File: src/rtl/mdu_pkg.sv
// Shared definitions for the multiply/divide unit: op encodings, latencies, FSM states.
package mdu_pkg;

  typedef enum logic [2:0] {
    MD_NONE  = 3'd0,
    MD_MULT  = 3'd1,
    MD_MULTU = 3'd2,
    MD_DIV   = 3'd3,
    MD_DIVU  = 3'd4,
    MD_MTHI  = 3'd5,
    MD_MTLO  = 3'd6,
    MD_RSVD  = 3'd7
  } md_op_e;

  localparam int MUL_LAT_DEF = 5;
  localparam int DIV_LAT_DEF = 33;

  typedef enum logic [1:0] {
    ST_IDLE = 2'd0,
    ST_MUL  = 2'd1,
    ST_DIV  = 2'd2
  } md_state_e;

  function automatic logic [31:0] cond_neg(input logic neg, input logic [31:0] v);
    return neg ? (~v + 32'd1) : v;
  endfunction

endpackage

File: src/rtl/div_iter.sv
// 32-iteration unsigned restoring divider: loads on start, one quotient bit per cycle,
// done rises after the 32nd iteration and holds until the next start.
module div_iter (
  input  logic        clk,
  input  logic        reset,
  input  logic        start,
  input  logic [31:0] dividend,
  input  logic [31:0] divisor,
  output logic [31:0] quotient,
  output logic [31:0] remainder,
  output logic        done
);

  logic [31:0] rem_q, quo_q, dsr_q;
  logic [5:0]  iter_q;
  logic        run_q;
  logic [32:0] rem_sh, diff;

  // Partial remainder stays below the divisor, so 33 bits hold the shifted trial value.
  assign rem_sh = {rem_q, quo_q[31]};
  assign diff   = rem_sh - {1'b0, dsr_q};

  always_ff @(posedge clk) begin
    if (reset) begin
      rem_q  <= '0;
      quo_q  <= '0;
      dsr_q  <= '0;
      iter_q <= '0;
      run_q  <= 1'b0;
    end else if (start) begin
      rem_q  <= '0;
      quo_q  <= dividend;
      dsr_q  <= divisor;
      iter_q <= '0;
      run_q  <= 1'b1;
    end else if (run_q && iter_q != 6'd32) begin
      if (!diff[32]) begin
        rem_q <= diff[31:0];
        quo_q <= {quo_q[30:0], 1'b1};
      end else begin
        rem_q <= rem_sh[31:0];
        quo_q <= {quo_q[30:0], 1'b0};
      end
      iter_q <= iter_q + 6'd1;
    end
  end

  assign quotient  = quo_q;
  assign remainder = rem_q;
  assign done      = run_q && (iter_q == 6'd32);

endmodule

File: src/rtl/mdu.sv
// EX-stage multiply/divide unit owning HI/LO; busy covers the whole operation so hazard
// logic can stall dependent instructions. Signed divide wraps the unsigned core with abs/sign fixup.
module mdu
  import mdu_pkg::*;
#(
  parameter int MUL_LAT = MUL_LAT_DEF,
  parameter int DIV_LAT = DIV_LAT_DEF
) (
  input  logic        clk,
  input  logic        reset,
  input  logic        start,
  input  logic [2:0]  md_op,
  input  logic [31:0] a,
  input  logic [31:0] b,
  output logic        busy,
  output logic [31:0] hi,
  output logic [31:0] lo
);

  localparam logic [5:0] MUL_L = MUL_LAT[5:0];
  localparam logic [5:0] DIV_L = DIV_LAT[5:0];

  md_state_e   state_q, state_d;
  logic [5:0]  cnt_q, cnt_d;
  logic [31:0] hi_q, hi_d, lo_q, lo_d;
  logic [63:0] prod_q, prod_d;
  logic        negq_q, negq_d, negr_q, negr_d, divz_q, divz_d;

  logic        div_start, div_done, sdiv, smul;
  logic [31:0] a_abs, b_abs, div_quo, div_rem;
  logic [63:0] mul_full;

  assign sdiv  = (md_op == MD_DIV);
  assign smul  = (md_op == MD_MULT);
  assign a_abs = cond_neg(sdiv & a[31], a);
  assign b_abs = cond_neg(sdiv & b[31], b);
  // One 64x64 multiplier serves both flavours; only the extension bits differ.
  assign mul_full = {{32{smul & a[31]}}, a} * {{32{smul & b[31]}}, b};

  div_iter u_div (
    .clk       (clk),
    .reset     (reset),
    .start     (div_start),
    .dividend  (a_abs),
    .divisor   (b_abs),
    .quotient  (div_quo),
    .remainder (div_rem),
    .done      (div_done)
  );

  always_comb begin
    state_d   = state_q;
    cnt_d     = cnt_q;
    hi_d      = hi_q;
    lo_d      = lo_q;
    prod_d    = prod_q;
    negq_d    = negq_q;
    negr_d    = negr_q;
    divz_d    = divz_q;
    div_start = 1'b0;
    case (state_q)
      ST_IDLE: begin
        if (start) begin
          case (md_op)
            MD_MULT, MD_MULTU: begin
              prod_d  = mul_full;
              cnt_d   = 6'd1;
              state_d = ST_MUL;
            end
            MD_DIV, MD_DIVU: begin
              div_start = 1'b1;
              negq_d    = sdiv & (a[31] ^ b[31]);
              negr_d    = sdiv & a[31];
              divz_d    = (b == 32'd0);
              cnt_d     = 6'd1;
              state_d   = ST_DIV;
            end
            MD_MTHI: hi_d = a;
            MD_MTLO: lo_d = a;
            default: ;
          endcase
        end
      end
      ST_MUL: begin
        if (cnt_q == MUL_L) begin
          hi_d    = prod_q[63:32];
          lo_d    = prod_q[31:0];
          cnt_d   = '0;
          state_d = ST_IDLE;
        end else begin
          cnt_d = cnt_q + 6'd1;
        end
      end
      ST_DIV: begin
        if (cnt_q == DIV_L && div_done) begin
          // A zero divisor still spends the full latency but leaves HI/LO untouched.
          if (!divz_q) begin
            lo_d = cond_neg(negq_q, div_quo);
            hi_d = cond_neg(negr_q, div_rem);
          end
          cnt_d   = '0;
          state_d = ST_IDLE;
        end else begin
          cnt_d = cnt_q + 6'd1;
        end
      end
      default: begin
        cnt_d   = '0;
        state_d = ST_IDLE;
      end
    endcase
  end

  always_ff @(posedge clk) begin
    if (reset) begin
      state_q <= ST_IDLE;
      cnt_q   <= '0;
      hi_q    <= '0;
      lo_q    <= '0;
      prod_q  <= '0;
      negq_q  <= 1'b0;
      negr_q  <= 1'b0;
      divz_q  <= 1'b0;
    end else begin
      state_q <= state_d;
      cnt_q   <= cnt_d;
      hi_q    <= hi_d;
      lo_q    <= lo_d;
      prod_q  <= prod_d;
      negq_q  <= negq_d;
      negr_q  <= negr_d;
      divz_q  <= divz_d;
    end
  end

  assign busy = (state_q != ST_IDLE);
  assign hi   = hi_q;
  assign lo   = lo_q;

endmodule

File: config.mk
export PLATFORM = sky130hd
export DESIGN_NAME = mdu
export DESIGN_NICKNAME = d
export VERILOG_FILES = /design/src/rtl/mdu_pkg.sv /design/src/rtl/div_iter.sv /design/src/rtl/mdu.sv
export SDC_FILE = /design/constraint.sdc
export NUM_CORES = 2
export LEC_CHECK = 0
export BUFFER_PORTS_ARGS = -buffer_cell sky130_fd_sc_hd__buf_2
export CORE_AREA = 2 2 309 387
export CTS_CLUSTER_SIZE = 8
export DETAILED_ROUTE_END_ITERATION = 10
export DIE_AREA = 0 0 311 389
export GPL_ROUTABILITY_DRIVEN = 0
export HOLD_SLACK_MARGIN = 0.05
export PLACE_DENSITY = 0.58
export SYNTH_ARGS = -nofsm -noshare
export SYNTH_HDL_FRONTEND = slang
export SYNTH_SLANG_ARGS = --single-unit
File: constraint.sdc
create_clock -name clk -period 23.8 [get_ports clk]
set_input_delay 2.38 -clock clk [delete_from_list [all_inputs] [get_ports clk]]
set_output_delay 2.38 -clock clk [all_outputs]
set_load 0.03 [all_outputs]
Word level (Yosys, flattened, before mapping)

Index checks and enable logic that the tools add are counted.

Memories kept: 0
Bits of input ports: 70
Word-level logic and storage cells: 102
Bits in writable memories: 0
Output and inout bits: 65
Flip-flop bits (word level): 242
Bits in latches: 0
Bits in read-only memories: 0

$add $sub $neg: 7
Divide/modulo/power cells: 0
Shift-type cells: 0
Mux-type cells: 33
Equality and inequality tests: 20
Multiply operators: 1
Bitwise gates (word level): 10
Reduce and logical (&&, ||, !) cells: 18
$lt $le $gt $ge: 0

Operator list:

| kind                  | count |
|---|---|
| $mux 32               | 17 |
| $pmux 32 s3           | 2 |
| $add 32x1->32 const B | 4 |
| $not 32->32           | 4 |
| $mul 33x33->64        | 1 |
| $sub 33x32->33        | 1 |
| $logic_not 32->1      | 1 |
| $mux 6                | 4 |
| $pmux 6 s3            | 1 |
| $add 6x1->6 const B   | 2 |
| $eq 6x6->1 const B    | 2 |
| $reduce_and 6->1      | 2 |
| $ne 2x2->1 const B    | 5 |
| $eq 3x3->1 const B    | 3 |
| $eq 3x2->1 const B    | 2 |
| $eq 6x3->1 const B    | 1 |
| $mux 2                | 3 |
| $ne 6x6->1 const B    | 1 |
| $pmux 2 s3            | 1 |
| $reduce_and 3->1      | 2 |
| $reduce_or 2->1       | 3 |
| $and 1x1->1           | 5 |
| $mux 1                | 4 |
| $ne 2x1->1 const B    | 2 |
| 13 further kinds      | 16 |

Logic depth before layout (Yosys ltp)

Depth after elaboration: 6
Gate-level depth with buffers: 33
Depth with buffers taken out: 29

Cells and area by module

From an unflattened synthesis, not the netlist that was laid out.

Cells, all modules: 6274
Area total of the unflattened synthesis: 53004.6 µm²

Modules (own cells, without submodules):

| module   | area an instance (µm²) | sequential area each (µm²) | times used | cells an instance |
|---|---|---|---|---|
| mdu      | 46839.9                | 2782.7                     | 1          | 5472 |
| div_iter | 6164.7                 | 2062.0                     | 1          | 802 |

Worst setup path before layout

No wires, ideal clock.

Kind: input to register
Start point: in md_op[2]
End point: reg prod_q[58]
Stages: 29
Slack: 13.386 ns
Data required time: 23.713 ns
Data arrival time: 10.327 ns
Setup time: 0.087 ns
Buffers on the path: 4
Cell sequence: clkbuf_1 -> nor3b_1 -> clkbuf_1 -> and2_1 -> clkbuf_1 -> nand2_1 -> inv_1 -> fa_1 -> fa_1 -> fa_1 -> inv_1 -> fa_1 -> fa_1 -> fa_1 -> fa_1 -> fa_1 -> inv_1 -> ha_1 -> clkbuf_1 -> a21o_1 -> a21o_1 -> a21oi_1 -> o221ai_1 -> and3_1 -> a211oi_1 -> a21oi_1 -> o21a_1 -> o21a_1 -> o31ai_1

Cells in the longest elaborated chain, start to end: 3
Elaborated cells on any way between the ends: 7
Those cells by class: mul (1); eq/ne (2); bitwise (2); reduce/logical (2)

Ends and longest elaborated chain:

| item                                               | RTL line             | RTL |
|---|---|---|
| start, declared                                    | mdu.sv:12            | `input logic [2:0] md_op,` |
| $eq 3x1->1 or $eq 3x2->1 (tied branches)           | mdu.sv:34, mdu.sv:64 |  |
| $and 1x1->1 or $reduce_or 2->1 (tied branches)     | mdu.sv:38, mdu.sv:64 |  |
| $mul 33x33->64 or $reduce_and 3->1 (tied branches) | -                    |  |
| end signal, assigned                               | mdu.sv:129           | `prod_q <= prod_d;` |
| end, declared                                      | mdu.sv:26            | `logic [63:0] prod_q, prod_d;` |

Several ways; a longest one is shown, not always the timed one.
A chain may end at the register's enable or synchronous reset.

Worst setup path in the final report

Start point: in md_op[2]
End point: reg prod_q[59]

The elaborated chain is that of the path after synthesis.

==> out/metrics.cfg <==
[status]
status=complete, no violations

[sta]
fmax_mhz=91.9
period_minus_slack_ns=10.88
timing.slew.headroom_pct=25.9
setup_viol=0
fin_setup_tns_ns=0
rsz0062_at_grt=false
skew_ns=0.0254
finalCritPeriodShare_pct=45.7
drv_slew=0
worstMarginPinSlew_ns=1.11
hold_viol=0

[routing]
first_pass_iters=6
wire_per_inst_um=22.1
drc_errors=0
ant_nets=0
postRouteWirelength_mm=168
drtIter0Drc=2933
dr_total_vias=41800
viasPerCell=5.49

[synthesis]
synth_compound_area_share_pct=8.88
ys_seq_area_share_pct=9.23
synth_xor_area_share_pct=3.64
synthArstFlopShare_pct=0
synth_edf_count=0
syn_nets=7623
synth_top_family_by_area=adder cells
synthAdderAreaFrac_pct=49.1
synth-simple-area-share_pct=17.3
synthCells=6170
synth.distinct_cells=84
ys.flop_type=dfxtp_1
synthMuxAreaShare_pct=0.558
syn_area_um2=52500
synth_seq_cells=242
ys_warn_count=0
avgSynthCellArea_um2=8.51

[critical_path]
arrival_ns=11.30
required_ns=24.22
r2r_cells=13
path_class=primary input to flop
crit_fanout=21
crit_family=adder cells
slowest_delay_ns=0.82
r2r_end=u_div.remainder[11]
cp_num_buf_inv=7
start_kind=primary input
timing.rr.start=u_div.remainder[0]
cp-end-kind=flop
timing.critical_path.mode_cell=fa_1
critPathSlowestCell=o21ai_0
reg2reg_slack_ns=19.69

[grt]
grt_pass1_vias=44000
grt_max_degree=89
grt_overflow=0
grt_usage_pct=28.2
antenna_found_initial=5
grt_pass1_wl_mm=262

[layout]
fin_area_um2=55300
layout_commonest_cell=inv_1
fill_cells=11600
area_growth_pct=5.31
final_layout_size_suffix_gt1_share_pct=5.09
final_cell_mix=1,180 x inv_1, 1,126 x fa_1, 1,124 x nand2_1, 317 x nor2_1, 313 x and2_1
final_nets=7480

[cts]
cts.clk_slew.worst_paths_ns=0.05
ctsResizeCount=0
clkLatencyLatePin_ns=0.54
cts-buffers-inserted=36
cts_setup_buffers=0
cts_tree=built
cts_root_buf=clkbuf_16
hold_buffers=0
htreeDepth=2
clock_path_buffers=3
clkSinkCount=242

[floorplan]
initial_utilization_pct=44.7
die_area_um2=121000
ios=135
rows=141
core-area_um2=117000
die_w_um=311
die_h_um=389

[worst_hold_path]
hp-class=flop to flop
holdPathEnd=prod_q[53]
min-delay-start=prod_q[53]
worstHoldPathCells=2

[placed_design]
hpwl_mm=126
placed_area_um2=54300
port_buffers=134

[run]
maxCapViolCount=0

[how the worst max path moves through the flow]
stage,startpoint,to,slack (ns),cells past startpoint
floorplan,md_op[2],prod_q[58],13.39,29
global placement,md_op[2],prod_q[59],12.54,29
detailed placement,md_op[2],prod_q[61],12.50,29
CTS,md_op[2],prod_q[59],13.04,29
global route,md_op[2],prod_q[59],12.47,29
finish,md_op[2],prod_q[59],12.92,29
[tightest hold or removal path: cells and delay by family (launching register included)]
family	cells	cell delay, ns
and+or+nand+nor	1	0.05
AOI/OAI and AO/OA	1	0.05
DFF	1	0.30
[registers in the layout (all words and copies together), names as in the netlist]
signal / cells
prod_q: 64
negq_q: 1
u_div.iter_q: 6
u_div.quotient: 32
negr_q: 1
u_div.dsr_q: 32
u_div.remainder: 32
u_div.run_q: 1
hi: 32
cnt_q: 6
divz_q: 1
lo: 32
state_q: 2
[cell type report]
cell class                 instances  area, um^2  area share, %
clock inverter                     3        25.0         0.0453
antenna                            3        7.51         0.0136
sequential                       242        4840           8.77
inverter                        1180        4430           8.01
multi-input combinational       4349       41800           75.6
tap                             1573        1970           3.56
timing repair buffer             218        1310           2.37
clock buffer                      38         930           1.68
[through the flow]
step / hold slack (ns) / instances / setup WS (ns) / util [%]
after floorplan: 0.425 / 6170 / 13.39 / -
after global placement: 0.438 / 7562 / 12.54 / 46.2
after detailed placement: 0.443 / 7562 / 12.50 / 46.2
after CTS: 0.450 / 7603 / 13.04 / 47.0
after global routing: 0.463 / 7604 / 12.47 / 47.0
final: 0.451 / 7606 / 12.92 / 47.0
[cell usage after synthesis, types with 42 or more instances]
master    number  share of area (%)
buf_1         58               0.41
and2_1       314                3.7
a21o_1        44               0.63
xor2_1        57               0.95
fa_1        1126                 43
nand2_1     1124                8.0
a21oi_1      235                2.2
ha_1         257                6.1
nand3_1       42               0.40
clkbuf_1     336                2.4
o21ai_0       91               0.87
a211oi_1      61               0.87
a311oi_1      91                1.5
xnor2_1      156                2.6
inv_1       1180                8.4
dfxtp_1      242                9.2
nor2_1       318                2.3
[per-layer routing]
metal	vias up	global-route usage [%]	part of all wire [%]
li1	18400	-	-
met5	-	0	0.012
met4	4	10.9	4.3
met3	313	3.46	6.8
met2	1523	48.1	48
met1	21500	36.6	41
[kinds of logic (layout without fill, tap and decap cells)]
group,Yosys count,count (layout)
flip-flops,242,242
XOR/XNOR,215,215
other,0,3
adder cells (fa/ha/maj),1383,1383
AO/OA/AOI/OAI,697,697
multiplexers,29,29
buffers and inverters,1579,1439
AND/OR/NAND/NOR,2025,2025
Power is not shown: default switching activity piles up to over one toggle a cycle in this logic, so the estimate is an artifact.
